**src/rtl/instr_encoder_if.sv**
```systemverilog
// Handshake bundle between the instruction source and the encoder, plus the IM write port.
// master = instruction source / IM model side, slave = encoder side.
interface instr_encoder_if #(
  parameter int ADDR_W = 10
);
  logic              in_valid;
  logic              in_ready;
  logic [4:0]        in_op;
  logic [4:0]        in_rs;
  logic [4:0]        in_rt;
  logic [4:0]        in_rd;
  logic [4:0]        in_shamt;
  logic [25:0]       in_imm;
  logic              im_we;
  logic              im_ready;
  logic [ADDR_W-1:0] im_addr;
  logic [31:0]       im_wdata;
  logic [ADDR_W:0]   wr_cnt;
  logic              err;

  modport master (
    output in_valid, in_op, in_rs, in_rt, in_rd, in_shamt, in_imm, im_ready,
    input  in_ready, im_we, im_addr, im_wdata, wr_cnt, err
  );

  modport slave (
    input  in_valid, in_op, in_rs, in_rt, in_rd, in_shamt, in_imm, im_ready,
    output in_ready, im_we, im_addr, im_wdata, wr_cnt, err
  );
endinterface

```
**src/rtl/instr_encoder.sv**
```systemverilog
// Encodes symbolic instructions into MIPS words, buffers them in a DEPTH-word FIFO and streams
// them to IM at consecutive addresses; one cycle from accept to im_we, in_ready is registered-full only.
module instr_encoder #(
  parameter int ADDR_W = 10,
  parameter int DEPTH  = 4
) (
  input logic             clk,
  input logic             reset,
  instr_encoder_if.slave  bus
);
  localparam int PW = $clog2(DEPTH);

  logic [PW:0]       r_wptr;
  logic [PW:0]       r_rptr;
  logic [31:0]       r_mem [DEPTH];
  logic [ADDR_W-1:0] r_addr;
  logic [ADDR_W:0]   r_wr_cnt;
  logic              r_err;

  logic        w_full;
  logic        w_empty;
  logic        w_accept;
  logic        w_push;
  logic        w_pop;
  logic        w_legal;
  logic [31:0] w_word;

  // Full/empty decode only from registered pointers, so in_ready never sees im_ready.
  assign w_full   = (r_wptr[PW] != r_rptr[PW]) && (r_wptr[PW-1:0] == r_rptr[PW-1:0]);
  assign w_empty  = (r_wptr == r_rptr);
  assign w_accept = bus.in_valid && !w_full;
  assign w_push   = w_accept && w_legal;
  assign w_pop    = !w_empty && bus.im_ready;

  always_comb begin
    w_legal = 1'b1;
    w_word  = 32'h0;
    unique case (bus.in_op)
      5'd0:  w_word = {6'b000000, bus.in_rs, bus.in_rt, bus.in_rd, 5'd0, 6'b100001};
      5'd1:  w_word = {6'b000000, bus.in_rs, bus.in_rt, bus.in_rd, 5'd0, 6'b100011};
      5'd14: w_word = {6'b000000, bus.in_rs, bus.in_rt, bus.in_rd, 5'd0, 6'b101011};
      5'd13: w_word = {6'b000000, 5'd0, bus.in_rt, bus.in_rd, bus.in_shamt, 6'b000000};
      5'd7:  w_word = {6'b000000, bus.in_rs, 5'd0, 5'd0, 5'd0, 6'b001000};
      5'd16: w_word = {6'b000000, bus.in_rs, 5'd0, bus.in_rd, 5'd0, 6'b001001};
      5'd2:  w_word = {6'b001101, bus.in_rs, bus.in_rt, bus.in_imm[15:0]};
      5'd3:  w_word = {6'b100011, bus.in_rs, bus.in_rt, bus.in_imm[15:0]};
      5'd4:  w_word = {6'b101011, bus.in_rs, bus.in_rt, bus.in_imm[15:0]};
      5'd5:  w_word = {6'b000100, bus.in_rs, bus.in_rt, bus.in_imm[15:0]};
      5'd8:  w_word = {6'b001111, 5'd0, bus.in_rt, bus.in_imm[15:0]};
      5'd9:  w_word = {6'b100000, bus.in_rs, bus.in_rt, bus.in_imm[15:0]};
      5'd10: w_word = {6'b101000, bus.in_rs, bus.in_rt, bus.in_imm[15:0]};
      5'd11: w_word = {6'b100001, bus.in_rs, bus.in_rt, bus.in_imm[15:0]};
      5'd12: w_word = {6'b101001, bus.in_rs, bus.in_rt, bus.in_imm[15:0]};
      5'd15: w_word = {6'b001000, bus.in_rs, bus.in_rt, bus.in_imm[15:0]};
      5'd17: w_word = {6'b000010, bus.in_imm};
      5'd6:  w_word = {6'b000011, bus.in_imm};
      default: w_legal = 1'b0;
    endcase
  end

  always_ff @(posedge clk) begin
    if (reset) begin
      r_wptr   <= '0;
      r_rptr   <= '0;
      r_addr   <= '0;
      r_wr_cnt <= '0;
      r_err    <= 1'b0;
    end else begin
      if (w_push) r_wptr <= r_wptr + 1'b1;
      if (w_pop) begin
        r_rptr <= r_rptr + 1'b1;
        r_addr <= r_addr + 1'b1;
        if (r_wr_cnt != '1) r_wr_cnt <= r_wr_cnt + 1'b1;
      end
      if (w_accept && !w_legal) r_err <= 1'b1;
    end
  end

  // Storage needs no reset: slots are only read between a push and its pop.
  always_ff @(posedge clk) begin
    if (w_push) r_mem[r_wptr[PW-1:0]] <= w_word;
  end

  assign bus.in_ready = !w_full;
  assign bus.im_we    = !w_empty;
  assign bus.im_addr  = r_addr;
  assign bus.im_wdata = w_empty ? 32'h0 : r_mem[r_rptr[PW-1:0]];
  assign bus.wr_cnt   = r_wr_cnt;
  assign bus.err      = r_err;
endmodule
```
**src/flat_wrapper.sv**
```systemverilog
// flat-port wrapper written by rule: the top's interface ports become plain ports
module instr_encoder_flat 
#(
  parameter int ADDR_W = 10,
  parameter int DEPTH  = 4
)
  (clk, reset, bus_in_valid, bus_in_op, bus_in_rs, bus_in_rt, bus_in_rd, bus_in_shamt, bus_in_imm, bus_im_ready, bus_in_ready, bus_im_we, bus_im_addr, bus_im_wdata, bus_wr_cnt, bus_err);
  instr_encoder_if #(.ADDR_W(ADDR_W)) bus_i ();
  input logic clk;
  input logic reset;
  input wire logic [$bits(bus_i.in_valid)-1:0] bus_in_valid;
  input wire logic [$bits(bus_i.in_op)-1:0] bus_in_op;
  input wire logic [$bits(bus_i.in_rs)-1:0] bus_in_rs;
  input wire logic [$bits(bus_i.in_rt)-1:0] bus_in_rt;
  input wire logic [$bits(bus_i.in_rd)-1:0] bus_in_rd;
  input wire logic [$bits(bus_i.in_shamt)-1:0] bus_in_shamt;
  input wire logic [$bits(bus_i.in_imm)-1:0] bus_in_imm;
  input wire logic [$bits(bus_i.im_ready)-1:0] bus_im_ready;
  output wire logic [$bits(bus_i.in_ready)-1:0] bus_in_ready;
  output wire logic [$bits(bus_i.im_we)-1:0] bus_im_we;
  output wire logic [$bits(bus_i.im_addr)-1:0] bus_im_addr;
  output wire logic [$bits(bus_i.im_wdata)-1:0] bus_im_wdata;
  output wire logic [$bits(bus_i.wr_cnt)-1:0] bus_wr_cnt;
  output wire logic [$bits(bus_i.err)-1:0] bus_err;
  assign bus_i.in_valid = bus_in_valid;
  assign bus_i.in_op = bus_in_op;
  assign bus_i.in_rs = bus_in_rs;
  assign bus_i.in_rt = bus_in_rt;
  assign bus_i.in_rd = bus_in_rd;
  assign bus_i.in_shamt = bus_in_shamt;
  assign bus_i.in_imm = bus_in_imm;
  assign bus_i.im_ready = bus_im_ready;
  assign bus_in_ready = bus_i.in_ready;
  assign bus_im_we = bus_i.im_we;
  assign bus_im_addr = bus_i.im_addr;
  assign bus_im_wdata = bus_i.im_wdata;
  assign bus_wr_cnt = bus_i.wr_cnt;
  assign bus_err = bus_i.err;
  instr_encoder #(.ADDR_W(ADDR_W), .DEPTH(DEPTH)) u_core (.clk(clk), .reset(reset), .bus(bus_i));
endmodule
```
**config.mk**
```make
export PLATFORM = sky130hd
export DESIGN_NAME = instr_encoder_flat
export DESIGN_NICKNAME = d
export VERILOG_FILES = /design/src/rtl/instr_encoder_if.sv /design/src/rtl/instr_encoder.sv /design/src/flat_wrapper.sv
export SDC_FILE = /design/constraint.sdc
export NUM_CORES = 1
export LEC_CHECK = 0
export BUFFER_PORTS_ARGS = -buffer_cell sky130_fd_sc_hd__buf_2
export CORE_ASPECT_RATIO = 0.6
export CORE_MARGIN = 5
export CORE_UTILIZATION = 51
export DETAILED_ROUTE_END_ITERATION = 16
export HOLD_SLACK_MARGIN = 0.15
export PLACE_DENSITY = 0.84
export REMOVE_ABC_BUFFERS = 1
export SLEW_MARGIN = 20
export SYNTH_ARGS = -nofsm -noshare
export SYNTH_HDL_FRONTEND = slang
export SYNTH_SLANG_ARGS = --single-unit
```
**constraint.sdc**
```tcl
create_clock -name clk -period 2.1 [get_ports clk]
set_clock_uncertainty 0.05 [all_clocks]
set_input_delay 0.105 -clock clk [delete_from_list [all_inputs] [get_ports clk]]
set_output_delay 0.105 -clock clk [all_outputs]
set_load 0.01 [all_outputs]
```
==> impl_metrics.py <==
metrics = {
    "yosys": {
        "post_synth_instance_area_um2": 6778,
        "synth.lib_cells_used.distinct": 53,
        "yosys.area.top_type_share_pct": 54.94,
        "netlist_top_cells_count": "sky130_fd_sc_hd__edfxtp_1, sky130_fd_sc_hd__nor2_1, sky130_fd_sc_hd__nor2b_1",
        "async_reset_ff_share_pct": 0,
        "number_of_synthesized_flops_with_an_enable_pin": 124,
        "synth.area.top_cells": "sky130_fd_sc_hd__edfxtp_1, sky130_fd_sc_hd__mux4_2, sky130_fd_sc_hd__dfxtp_1",
        "synth-main-ff-cell": "sky130_fd_sc_hd__edfxtp_1",
        "netlist_instances": 472,
        "yosysTopAreaCell": "sky130_fd_sc_hd__edfxtp_1",
        "yosys_reg_bits": 154,
        "synth-warning-count": 0,
        "synthMostInstantiatedCell": "sky130_fd_sc_hd__edfxtp_1",
        "synth_seq_area_share_pct": 63.80,
        "syn_avg_cell_area_um2": 14.36,
    },
    "global_route": {
        "grt.overflow.total": 0,
        "grt_antenna_before_repair": 2,
        "vias_in_the_first_global_route": 4651,
        "grt_util_all_layers_pct": 20.09,
        "grt_start_max_net_pins": 33,
        "grt_pass1_wl_um": 24710,
    },
    "placed_design": {
        "gp_congestion": 0.8708,
        "post-dp-hpwl_um": 10020,
        "post-place-cells": 741,
        "buffer_ports.inserted": 109,
    },
    "detailed_routing": {
        "wire_per_inst_um": 19.41,
        "drt-total-wl_um": 15990,
        "post-route-drc-count": 0,
        "postRouteAntennaNets": 0,
        "initialDrtViolationCount": 397,
        "firstDrtPassIters": 5,
        "route.detailed.vias_per_inst": 5.709,
        "via_count": 4704,
    },
    "die": {
        "x_dimension_of_the_die_um": 158.8,
        "io_pins": 111,
        "row_count": 32,
        "floorplan.die_area_um2": 15770,
        "area_inside_the_core_boundary_um2": 12930,
        "die_h_um": 99.30,
        "initial_core_util_pct": 52.41,
    },
    "cts": {
        "cts_made_buffers": 17,
        "max-clock-path-buffers": 2,
        "clk-insertion-delay-late_ns": 0.42,
        "clock_tree_from_tritoncts": "done",
        "clk_root_buffer_cell": "sky130_fd_sc_hd__clkbuf_16",
        "clock_sink_count": 154,
        "clk_transition_reported_paths_ns": 0.07,
        "htree_num_levels": 4,
    },
    "timing": {
        "post-route-min-period_ns": 2.030,
        "fmax_mhz": 492.6,
        "finalCritPeriodShare_pct": 96.67,
        "slew_violations": 0,
        "relSlewSlack_pct": 39.67,
        "hold_violations_final": 0,
        "hold_ws_ns": 0.1851,
        "finalSetupViolCount": 0,
        "timing_worst_slew_pin_value_ns": 0.8989,
    },
    "critical_path": {
        "critical_path_class": "reg -> out",
        "required_ns": 1.95,
        "critical_path.cell_chain": "buf_12, mux4_2, nor2b_1, buf_2",
        "timing.critical_path.max_delay_family": "multiplexers",
        "critical_path.endpoint_type": "output pin",
        "critPathMaxStageDelay_ns": 0.57,
        "startpoint_type_of_the_worst_setup_path": "flip-flop",
        "crit_arrival_ns": 1.88,
        "cp_num_buf_inv": 2,
        "worstPathMaxFanout": 16,
        "slowest_cell_on_crit_path": "sky130_fd_sc_hd__mux4_2",
    },
    "finish": {
        "synthToLayoutAreaGrowth_pct": 29.35,
        "instances_no_fill": 824,
        "layout.core_utilization_pct": 67.79,
        "nets": 702,
        "drive_gt1_share_pct": 31.55,
        "fillerInstances": 854,
    },
    "outcome": {
        "run_status": "finished clean",
    },
    "pwr": {
        "static-leakage-power_uw": 0.003251,
        "seqPwrFrac_pct": 44.7,
        "power.density_cell_area_nw_per_um2": 882.6,
        "vdd_drop_max_uv": 630.2,
        "switching_share_pct": 25.24,
        "clkPwrFrac_pct": 39.1,
        "share_comb_of_total_power_pct": 16.2,
        "power_switching_uw": 1953,
        "internal-power_uw": 5785,
    },
    "worst_hold_path": {
        "worst_hold_path_type": "in -> reg",
    },
    "job": {
        "maxCapViolations": 0,
    },
}
cell type report:
type | count | area (µm²) | share of cell area (%)
tap | 170 | 212.7 | 2.426
timing repair buffer | 175 | 1256 | 14.33
antenna | 1 | 2.502 | 0.02854
clock buffer | 17 | 425.4 | 4.852
inverter | 7 | 26.28 | 0.2997
sequential | 154 | 4329 | 49.38
clock inverter | 15 | 163.9 | 1.870
multi-input combinational | 285 | 2351 | 26.82
worst min-delay path: stages:
cell and delay [ns]:
sky130_fd_sc_hd__buf_2 0.12, sky130_fd_sc_hd__nor2_1 0.09, sky130_fd_sc_hd__o22ai_1 0.13
path summary, 6_finish.rpt:
kind | start | end | slack (ns) | cells after the start
setup / recovery | flip-flop | bus_im_wdata[1] | 0.07 | 4
hold reg to reg | u_core.bus.wr_cnt[1] | u_core.bus.wr_cnt[1] | 0.45 | 2
setup reg to reg | u_core.r_wptr[0] | u_core.r_mem[2][15] | 0.20 | 5
hold / removal | bus_in_imm[0] | u_core.r_mem[3][0] | 0.19 | 3
layout by cell type, fill, tap and decap left out, types with 4 or more instances in the layout:
cell and count:
sky130_fd_sc_hd__and2_2 4, sky130_fd_sc_hd__nor3_1 6, sky130_fd_sc_hd__clkbuf_16 18, sky130_fd_sc_hd__buf_12 6, sky130_fd_sc_hd__a31oi_1 5, sky130_fd_sc_hd__nor2b_1 32
sky130_fd_sc_hd__nand4_1 7, sky130_fd_sc_hd__ha_1 7, sky130_fd_sc_hd__nor2_1 34, sky130_fd_sc_hd__dfxtp_1 28, sky130_fd_sc_hd__inv_1 6, sky130_fd_sc_hd__a22o_1 20
sky130_fd_sc_hd__mux4_2 31, sky130_fd_sc_hd__nand3_1 9, sky130_fd_sc_hd__a21oi_1 20, sky130_fd_sc_hd__buf_4 11, sky130_fd_sc_hd__edfxtp_1 124, sky130_fd_sc_hd__nand2_1 26
sky130_fd_sc_hd__o21ai_0 12, sky130_fd_sc_hd__xnor2_1 10, sky130_fd_sc_hd__buf_2 108, sky130_fd_sc_hd__xor2_1 10, sky130_fd_sc_hd__inv_6 4, sky130_fd_sc_hd__and2_1 5
sky130_fd_sc_hd__dlygate4sd3_1 48
flip-flops by register name, summed over array words and instances, names as in the netlist, named ones only:
register	flops
u_core.bus.err	1
u_core.bus.im_addr	10
u_core.bus.wr_cnt	11
u_core.r_mem	124
u_core.r_rptr	3
u_core.r_wptr	3
kinds of logic (layout without fill, tap and decap cells):
group / after synthesis / in the layout / synth area share (%)
AOI/OAI and AO/OA: 79 / 79 / 8.252
xor gates and xnor gates: 23 / 23 / 3.083
adders and majority gates: 8 / 8 / 1.440
buffers and inverters: 33 / 214 / 2.049
DFF: 154 / 154 / 63.80
muxes: 31 / 31 / 10.30
other: 1 / 2 / 0.05533
and+or+nand+nor: 143 / 143 / 11.02
what timing repair did:
| action | CTS | global route |
|---|---|---|
| buffers inserted | 0 | 1 |
| gates cloned | 0 | 1 |
| hold endpoints to repair | 122 | 0 |
| setup endpoints to repair | 1 | 47 |
| hold buffers | 48 | 0 |
| pin swaps | 0 | 1 |
| gates resized for setup | 0 | 7 |
power by group through the flow:
stage          Sequential [µW]  Combinational, µW  Clock (µW)
6_report                  3460               1260        3020
5_1_grt                   3460               1360        3250
4_1_cts                   3450               1230        3070
3_5_place_dp              3510               1140           0
3_3_place_gp              3510               1110           0
2_1_floorplan             3560                616           0
stage by stage:
stage / setup slack (ns) / setup TNS, ns / area, µm² / total power (µW)
floorplan: -0.5495 / -27.26 / 6665 / 4179
global placement: 0.07405 / 0 / 7630 / 4620
detailed placement: 0.07426 / 0 / 7630 / 4658
CTS: -0.007296 / -0.007296 / 8700 / 7743
global route: -0.0009710 / -0.0009710 / 8767 / 8066
finish: 0.06996 / 0 / 8767 / 7738
metal layers:
| layer | up-vias | track usage (%) | wire, µm |
|---|---|---|---|
| met2 | 232 | 32.77 | 7662 |
| met5 | - | 0 | 12 |
| met1 | 2298 | 25.73 | 6706 |
| li1 | 2150 | - | - |
| met4 | 2 | 5.023 | 157 |
| met3 | 22 | 7.619 | 1453 |
Power figures use the tool's default switching activity.
